[src/rtl/rob_param_nw_pkg.sv]
`default_nettype none
// ============================================================================
//  Module  : rob_pkg
//  Brief   : Shared types, constants and helpers for the reorder buffer.
//  Rev     : 1.0  initial release
// ============================================================================
package rob_pkg;

   // Default-configuration geometry (32-entry ROB)
   localparam int DEF_DEPTH  = 32;
   localparam int TAG_W      = $clog2(DEF_DEPTH);
   localparam int PTR_W      = TAG_W + 1;
   localparam int DEF_ARCH_W = 5;
   localparam int DEF_PHY_W  = 6;
   localparam int DEF_ADDR_W = 32;

   // Entry layout at default widths; the top builds the same layout from its parameters
   typedef struct packed {
      logic                  cmpl;
      logic                  regw;
      logic [DEF_ARCH_W-1:0] rd;
      logic [DEF_PHY_W-1:0]  cur;
      logic [DEF_PHY_W-1:0]  prev;
      logic                  sw;
      logic [DEF_ADDR_W-1:0] addr;
   } rob_entry_t;

   // True when tag lies in the live window [rd, wr); pointers carry the wrap bit
   function automatic logic in_window(input int unsigned tag, input int unsigned rd,
                                      input int unsigned wr, input int unsigned depth);
      int unsigned w_off;
      int unsigned w_occ;
      w_off = (tag - rd) & (depth - 1);
      w_occ = (wr - rd) & (2 * depth - 1);
      return w_off < w_occ;
   endfunction

endpackage
`default_nettype wire

[src/rtl/rob_param_nw_ptr_ctrl.sv]
`default_nettype none
// ============================================================================
//  Module  : rob_ptr_ctrl
//  Brief   : Head/tail pointers, full/empty, flush rollback and replicated
//            head-pointer registers for the reorder buffer.
//  Rev     : 1.0  initial release
// ============================================================================
module rob_ptr_ctrl
   import rob_pkg::*;
#(
   parameter int DEPTH     = DEF_DEPTH,
   parameter int NUM_TOPCP = 10,
   parameter int IDX_W     = $clog2(DEPTH),
   parameter int PTR_BITS  = IDX_W + 1
)(
   input  logic                          clk,
   input  logic                          rst,
   input  logic                          i_dispatch,
   input  logic                          i_commit,
   input  logic                          i_flush,
   input  logic [IDX_W-1:0]              i_flush_tag,
   output logic [PTR_BITS-1:0]           o_rd_ptr,
   output logic [PTR_BITS-1:0]           o_wr_ptr,
   output logic                          o_empty,
   output logic                          o_full,
   output logic [NUM_TOPCP*PTR_BITS-1:0] o_top_ptr
);

   logic [PTR_BITS-1:0] r_rd;
   logic [PTR_BITS-1:0] r_wr;
   logic [PTR_BITS-1:0] w_rd_nxt;
   logic [PTR_BITS-1:0] w_wr_nxt;
   logic                w_full_raw;

   assign o_rd_ptr   = r_rd;
   assign o_wr_ptr   = r_wr;
   assign o_empty    = (r_rd == r_wr);
   assign w_full_raw = ((r_rd ^ r_wr) == {1'b1, {IDX_W{1'b0}}});
   // A retiring head frees a slot in the same cycle, so full drops with commit
   assign o_full     = w_full_raw && !i_commit;

   // Next-pointer logic: flush rollback has priority over dispatch
   always_comb begin
      w_rd_nxt = i_commit ? r_rd + 1'b1 : r_rd;
      w_wr_nxt = r_wr;
      if (i_flush) begin
         // Rolling back to an index at or below the tail stays in the same lap
         w_wr_nxt = {(i_flush_tag <= r_wr[IDX_W-1:0]) ? r_wr[IDX_W] : ~r_wr[IDX_W],
                     i_flush_tag};
      end else if (i_dispatch) begin
         w_wr_nxt = r_wr + 1'b1;
      end
   end

   // Pointer registers
   always_ff @(posedge clk or posedge rst) begin
      if (rst) begin
         r_rd <= '0;
         r_wr <= '0;
      end else begin
         r_rd <= w_rd_nxt;
         r_wr <= w_wr_nxt;
      end
   end

   // Independent head-pointer copies, one register set per fan-out consumer
   for (genvar g = 0; g < NUM_TOPCP; g++) begin : g_topcp
      logic [PTR_BITS-1:0] r_top;
      // Copy tracks the head pointer
      always_ff @(posedge clk or posedge rst) begin
         if (rst)           r_top <= '0;
         else if (i_commit) r_top <= r_rd + 1'b1;
      end
      assign o_top_ptr[g*PTR_BITS +: PTR_BITS] = r_top;
   end

endmodule
`default_nettype wire

[src/rtl/rob_param_nw.sv]
`default_nettype none
// ============================================================================
//  Module  : rob_param_nw
//  Brief   : Parametrised reorder buffer: in-order allocate, out-of-order
//            completion from NUM_CDB buses, in-order commit, flush rollback.
//  Config  : define ROB_OCCUPANCY_EN to add Rob_Count / Rob_AlmostFull.
//  Rev     : 1.0  initial release
// ============================================================================
module rob_param_nw
   import rob_pkg::*;
#(
   parameter int DEPTH     = DEF_DEPTH,
   parameter int ARCH_W    = DEF_ARCH_W,
   parameter int PHY_W     = DEF_PHY_W,
   parameter int ADDR_W    = DEF_ADDR_W,
   parameter int NUM_CDB   = 1,
   parameter int NUM_TOPCP = 10,
   parameter int IDX_W     = $clog2(DEPTH),
   parameter int PTR_BITS  = IDX_W + 1
)(
   input  logic                          Clk,
   input  logic                          Reset,
   input  logic                          Dis_InstValid,
   input  logic                          Dis_InstSw,
   input  logic                          Dis_RegWrite,
   input  logic [ARCH_W-1:0]             Dis_RobRdAddr,
   input  logic [PHY_W-1:0]              Dis_NewRdPhyAddr,
   input  logic [PHY_W-1:0]              Dis_PrevPhyAddr,
   input  logic [PHY_W-1:0]              Dis_SwRtPhyAddr,
   output logic                          Rob_Full,
   output logic [IDX_W-1:0]              Rob_BottomPtr,
   input  logic [NUM_CDB-1:0]            Cdb_Valid,
   input  logic [NUM_CDB*IDX_W-1:0]      Cdb_RobTag,
   input  logic [NUM_CDB*ADDR_W-1:0]     Cdb_SwAddr,
   input  logic                          Cdb_Flush,
   input  logic [IDX_W-1:0]              Cfc_RobTag,
   input  logic                          SB_Full,
   output logic                          Rob_Commit,
   output logic                          Rob_CommitMemWrite,
   output logic [ADDR_W-1:0]             Rob_SwAddr,
   output logic                          Rob_CommitRegWrite,
   output logic [ARCH_W-1:0]             Rob_CommitRdAddr,
   output logic [PHY_W-1:0]              Rob_CommitCurrPhyAddr,
   output logic [PHY_W-1:0]              Rob_CommitPrePhyAddr,
`ifdef ROB_OCCUPANCY_EN
   output logic [PTR_BITS-1:0]           Rob_Count,
   output logic                          Rob_AlmostFull,
`endif
   output logic [NUM_TOPCP*PTR_BITS-1:0] Rob_TopPtr
);

   // Payload fields; completion bits are kept apart so only they carry reset
   typedef struct packed {
      logic              regw;
      logic [ARCH_W-1:0] rd;
      logic [PHY_W-1:0]  cur;
      logic [PHY_W-1:0]  prev;
      logic              sw;
      logic [ADDR_W-1:0] addr;
   } entry_t;

   entry_t              r_ent [DEPTH];
   logic [DEPTH-1:0]    r_cmpl;

   logic [PTR_BITS-1:0] w_rd;
   logic [PTR_BITS-1:0] w_wr;
   logic [IDX_W-1:0]    w_rd_idx;
   logic [IDX_W-1:0]    w_wr_idx;
   logic                w_empty;
   logic                w_dis_acc;
   entry_t              w_head;
   logic [NUM_CDB-1:0]  w_cdb_ok;
   logic [IDX_W-1:0]    w_cdb_tag  [NUM_CDB];
   logic [ADDR_W-1:0]   w_cdb_addr [NUM_CDB];

   rob_ptr_ctrl #(
      .DEPTH     (DEPTH),
      .NUM_TOPCP (NUM_TOPCP),
      .IDX_W     (IDX_W),
      .PTR_BITS  (PTR_BITS)
   ) u_ptr (
      .clk         (Clk),
      .rst         (Reset),
      .i_dispatch  (w_dis_acc),
      .i_commit    (Rob_Commit),
      .i_flush     (Cdb_Flush),
      .i_flush_tag (Cfc_RobTag),
      .o_rd_ptr    (w_rd),
      .o_wr_ptr    (w_wr),
      .o_empty     (w_empty),
      .o_full      (Rob_Full),
      .o_top_ptr   (Rob_TopPtr)
   );

   assign w_rd_idx      = w_rd[IDX_W-1:0];
   assign w_wr_idx      = w_wr[IDX_W-1:0];
   assign Rob_BottomPtr = w_wr_idx;
   assign w_dis_acc     = Dis_InstValid && !Cdb_Flush && !Rob_Full;

   // Per-bus unpacking; tags outside the live window are ignored
   for (genvar b = 0; b < NUM_CDB; b++) begin : g_cdb
      assign w_cdb_tag[b]  = Cdb_RobTag[b*IDX_W +: IDX_W];
      assign w_cdb_addr[b] = Cdb_SwAddr[b*ADDR_W +: ADDR_W];
      assign w_cdb_ok[b]   = Cdb_Valid[b] && !Cdb_Flush &&
                             in_window(32'(w_cdb_tag[b]), 32'(w_rd), 32'(w_wr), DEPTH);
   end

   // Completion bits: set by CDB, cleared when the slot is reallocated
   always_ff @(posedge Clk or posedge Reset) begin
      if (Reset) begin
         r_cmpl <= '0;
      end else begin
         for (int b = 0; b < NUM_CDB; b++) begin
            if (w_cdb_ok[b]) r_cmpl[w_cdb_tag[b]] <= 1'b1;
         end
         if (w_dis_acc) r_cmpl[w_wr_idx] <= 1'b0;
      end
   end

   // Payload write: dispatch fields and store addresses (lowest bus written last wins)
   always_ff @(posedge Clk) begin
      for (int b = NUM_CDB - 1; b >= 0; b--) begin
         if (w_cdb_ok[b] && r_ent[w_cdb_tag[b]].sw) r_ent[w_cdb_tag[b]].addr <= w_cdb_addr[b];
      end
      if (w_dis_acc) begin
         r_ent[w_wr_idx].regw <= Dis_RegWrite && !Dis_InstSw;
         r_ent[w_wr_idx].rd   <= Dis_RobRdAddr;
         r_ent[w_wr_idx].cur  <= Dis_InstSw ? Dis_SwRtPhyAddr : Dis_NewRdPhyAddr;
         r_ent[w_wr_idx].prev <= Dis_PrevPhyAddr;
         r_ent[w_wr_idx].sw   <= Dis_InstSw;
      end
   end

   // Commit decision and head-entry output muxing
   always_comb begin
      w_head                = r_ent[w_rd_idx];
      Rob_Commit            = !w_empty && r_cmpl[w_rd_idx] && !(w_head.sw && SB_Full);
      Rob_CommitMemWrite    = Rob_Commit && w_head.sw;
      Rob_SwAddr            = w_head.addr;
      Rob_CommitRegWrite    = w_head.regw;
      Rob_CommitRdAddr      = w_head.rd;
      Rob_CommitCurrPhyAddr = w_head.cur;
      Rob_CommitPrePhyAddr  = w_head.prev;
   end

`ifdef ROB_OCCUPANCY_EN
   // Occupancy from pointer distance; wrap bit makes DEPTH representable
   always_comb begin
      Rob_Count      = w_wr - w_rd;
      Rob_AlmostFull = (Rob_Count >= PTR_BITS'(DEPTH - 2));
   end
`endif

endmodule
`default_nettype wire

[config.mk]
export PLATFORM = sky130hd
export DESIGN_NAME = rob_param_nw
export DESIGN_NICKNAME = d
export VERILOG_FILES = /design/src/rtl/rob_param_nw_pkg.sv /design/src/rtl/rob_param_nw_ptr_ctrl.sv /design/src/rtl/rob_param_nw.sv
export SDC_FILE = /design/constraint.sdc
export NUM_CORES = 2
export LEC_CHECK = 0
export ABC_AREA = 1
export ABC_CLOCK_PERIOD_IN_PS = 5350
export BUFFER_PORTS_ARGS = -buffer_cell sky130_fd_sc_hd__buf_2
export CAP_MARGIN = 15
export CORE_MARGIN = 2
export CORE_UTILIZATION = 45
export DETAILED_ROUTE_END_ITERATION = 12
export PLACE_DENSITY = 0.65
export SYNTH_ARGS = -nofsm -noshare
export SYNTH_HDL_FRONTEND = slang
export SYNTH_SLANG_ARGS = --single-unit
[constraint.sdc]
create_clock -name Clk -period 5.35 [get_ports Clk]
set_clock_uncertainty 0.1 [all_clocks]
set_input_delay 1.07 -clock Clk [delete_from_list [all_inputs] [get_ports Clk]]
set_output_delay 1.07 -clock Clk [all_outputs]
set_load 0.05 [all_outputs]
==> metrics.md <==
| Metric | Value |
|---|---|
| Layout fillers | `12,618` |
| Final setup fails | `0` |
| Most frequent cells in the layout | `edfxtp_1, nor2_1, o21ai_0` |
| Slew Limit Fails | `0` |
| # IOs | `191` |
| CP Data Arrival Time | `3990 ps` |
| Core area | `150,000 um^2` |
| GRT Overall Usage | `24.3%` |
| Post-synthesis sequential area ratio | `73.9%` |
| EDFF count, synth | `1,632` |
| Slowest cell on the critical path | `buf_12` |
| Fin nets | `5,484` |
| Buf/Inv on CP | `4` |
| Commonest non-fill, non-tap cell in the layout | `edfxtp_1` |
| Die Width | `392 um` |
| Crit path required time | `4180 ps` |
| Mean Syn Cell Area | `12.8 um^2` |
| Total power | `41.1 mW` |
| Buffers on Ports | `190` |
| CP delay by family, top | `buffers and inverters` |
| Routability cong. | `0.905` |
| Cell Pwr Density | `538 nW/um^2` |
| Status | `completed` |
| Primary FF master, synth | `edfxtp_1` |
| Fin. Hold Viols | `0` |
| Fin util | `50.9%` |
| Worst skew pair latency | `800 ps` |
| Count of cell types in the netlist | `34` |
| Crit share post-route | `96.4%` |
| Initial core utilization | `45.3%` |
| Startpoint types | `flop` |
| Max-cap violations | `0` |
| Clock tree buffer depth | `3` |
| F_max | `0.194 GHz` |
| Slowest stage delay, CP | `510 ps` |
| Via Count | `44,371` |
| GRT Residual Overflow | `0` |
| Seq cells post-synth | `1,676` |
| Hold slack | `389 ps` |
| Async set or reset register ratio after synthesis | `2.63%` |
| First-pass GRT wire length | `277 mm` |
| Reg2Reg Depth | `11` |
| Syn. warnings | `0` |
| RSZ-0062 raised after global routing | `true` |
| H-tree depth | `4` |
| Vias in the first global route | `42,333` |
| Worst R2R Start | `u_ptr.g_topcp[3].r_top[3]$_DFFE_PP0P_` |
| WL final | `189 mm` |
| Largest net degree at the start of global routing | `222` |
| Worst path depth | `9` |
| Hold WC Path Type | `primary input to async pin` |
| Maximum VDD drop | `0.605 mV` |
| Die height | `392 um` |
| Min cycle time layout | `5160 ps` |
| Die area | `154,000 um^2` |
| Clock slew at reported path FFs | `60 ps` |
| CTS tree | `built` |
| # clock sinks | `1,676` |
| Crit. Startpoint | `u_ptr.g_topcp[3].r_top[1]$_DFFE_PP0P_` |
| DRC | `0` |
| Mapped Nets | `5,397` |
| Proportion of layout cells with a drive suffix above 1 | `11.8%` |
| Post-CTS setup buffers | `0` |
| Initial DRC count | `4,998` |
| Inserted Clock Buffers | `170` |
| CP endpoint kind | `output port` |
| Avg WL per Cell | `25.2 um` |
| Critical path class | `flop to output port` |
| Static leakage | `25.2 nW` |
| CP dominant cell by count | `nand3_1` |
| First-pass detailed-route iteration total | `6` |
| Vias per cell | `5.89` |
| HPWL after DPL | `103 mm` |
| Post-Syn Area | `67,800 um^2` |
| Row cnt | `142` |
| Tightest Pin Transition | `1140 ps` |
| Post-synthesis cell count | `5,299` |
| Antenna-violating nets left | `0` |
| Initial antenna violation count | `6` |
| Worst-path fanout max | `175` |
| Synth-to-Final Area Change | `12.5%` |
| Diode count | `0` |
| Worst path cell trace | `buf_4 -> buf_12 -> o21ai_0 -> o221ai_1 -> nand3_1 -> nand3_1 -> o21ai_1 -> inv_1 -> buf_2` |
| Relative slew slack | `23.7%` |
| Root Driver | `clkbuf_16` |
synthesized netlist by cell type (52+ instances only):
cell,instances,area share [%]
buf_2,52,0.38
buf_4,68,0.75
clkbuf_1,272,1.5
edfxtp_1,1632,72
inv_1,211,1.2
nand2_1,350,1.9
nand3_1,156,1.2
nand4_1,54,0.50
nor2_1,904,5.0
o21ai_0,850,6.3
o21ai_1,58,0.43
o221ai_1,160,2.1
o22ai_1,257,2.4
worst register-to-register path, stage by stage (launching register included):
cell	delay, ps
dfrtp_1	690
inv_6	260
ha_1	440
nand2_1	60
o21ai_0	190
xor2_1	200
ha_1	270
nand3b_1	130
nand3_2	190
buf_12	230
nor3_2	860
buf_4	500
path summary, 6_finish.rpt:
| kind | to | slack, ps |
|---|---|---|
| max reg2reg | r_ent[7][13]$_DFFE_PP_ | 880 |
| max in group asynchronous | u_ptr.g_topcp[3].r_top[2]$_DFFE_PP0P_ | 4040 |
| min | u_ptr.o_wr_ptr[0]$_DFFE_PP0P_ | 390 |
| min reg2reg | r_cmpl[23]$_DFF_PP0_ | 450 |
| min in group Clk | r_cmpl[23]$_DFF_PP0_ | 450 |
| max | Rob_CommitRegWrite | 190 |
final cells by class:
class / count / area [um^2] / area share, %
inverters: 219 / 852 / 1.12
flip-flops and latches: 1676 / 50100 / 65.7
multi-input cells: 2979 / 15100 / 19.8
clock inverters: 91 / 832 / 1.09
clock buffers: 213 / 4440 / 5.82
repair buffers: 340 / 2400 / 3.15
well taps: 2016 / 2520 / 3.31
power by group:
group | internal, mW | total [mW] | leakage (nW) | switching, mW
logic | 3.73 | 14.9 | 7.51 | 11.2
registers | 14.7 | 14.9 | 15.2 | 0.191
clock network | 6.30 | 11.3 | 2.57 | 4.98
total | 24.7 | 41.1 | 25.2 | 16.3
what timing repair did:
item                                   4_1_cts  5_1_grt
endpoints found under the hold margin        0        0
hold buffers                                 0        0
resized for setup                            0        1
setup endpoints to repair                    0        2
state kept, by name, indices dropped and copies added (netlist names):
name	flops
r_cmpl	32
r_ent	1632
u_ptr.g_topcp.r_top	6
u_ptr.o_wr_ptr	6
logic make-up after synthesis:
logic type / after synthesis / synth area share [%]
compound gates: 1391 / 11.8
xor+xnor: 16 / 0.207
fa+ha+maj: 25 / 0.483
buf+inv: 644 / 4.10
flops: 1676 / 73.9
mux: 6 / 0.0996
simple gates: 1541 / 9.42
metal layers:
metal  routed length, um  global-route usage, %  vias to the layer above
met2               89400                   38.6                     2118
met4                7780                   10.0                       10
met5                  62                      0                        -
met1               76600                   33.1                    22176
li1                    -                      -                    19663
met3               15600                   4.36                      404
metrics by stage:
stage / setup WS, ps / std cells / TNS [ps] / cell area, um^2
6_report: 194 / 7534 / 0 / 76300
3_5_place_dp: 259 / 7225 / 0 / 71000
4_1_cts: 152 / 7529 / 0 / 76200
2_1_floorplan: -651 / 5299 / -574220 / 67800
5_1_grt: -20.4 / 7534 / -20.4 / 76300
3_3_place_gp: 89.6 / 7222 / 0 / 70900
(Power assumes the default switching activity.)
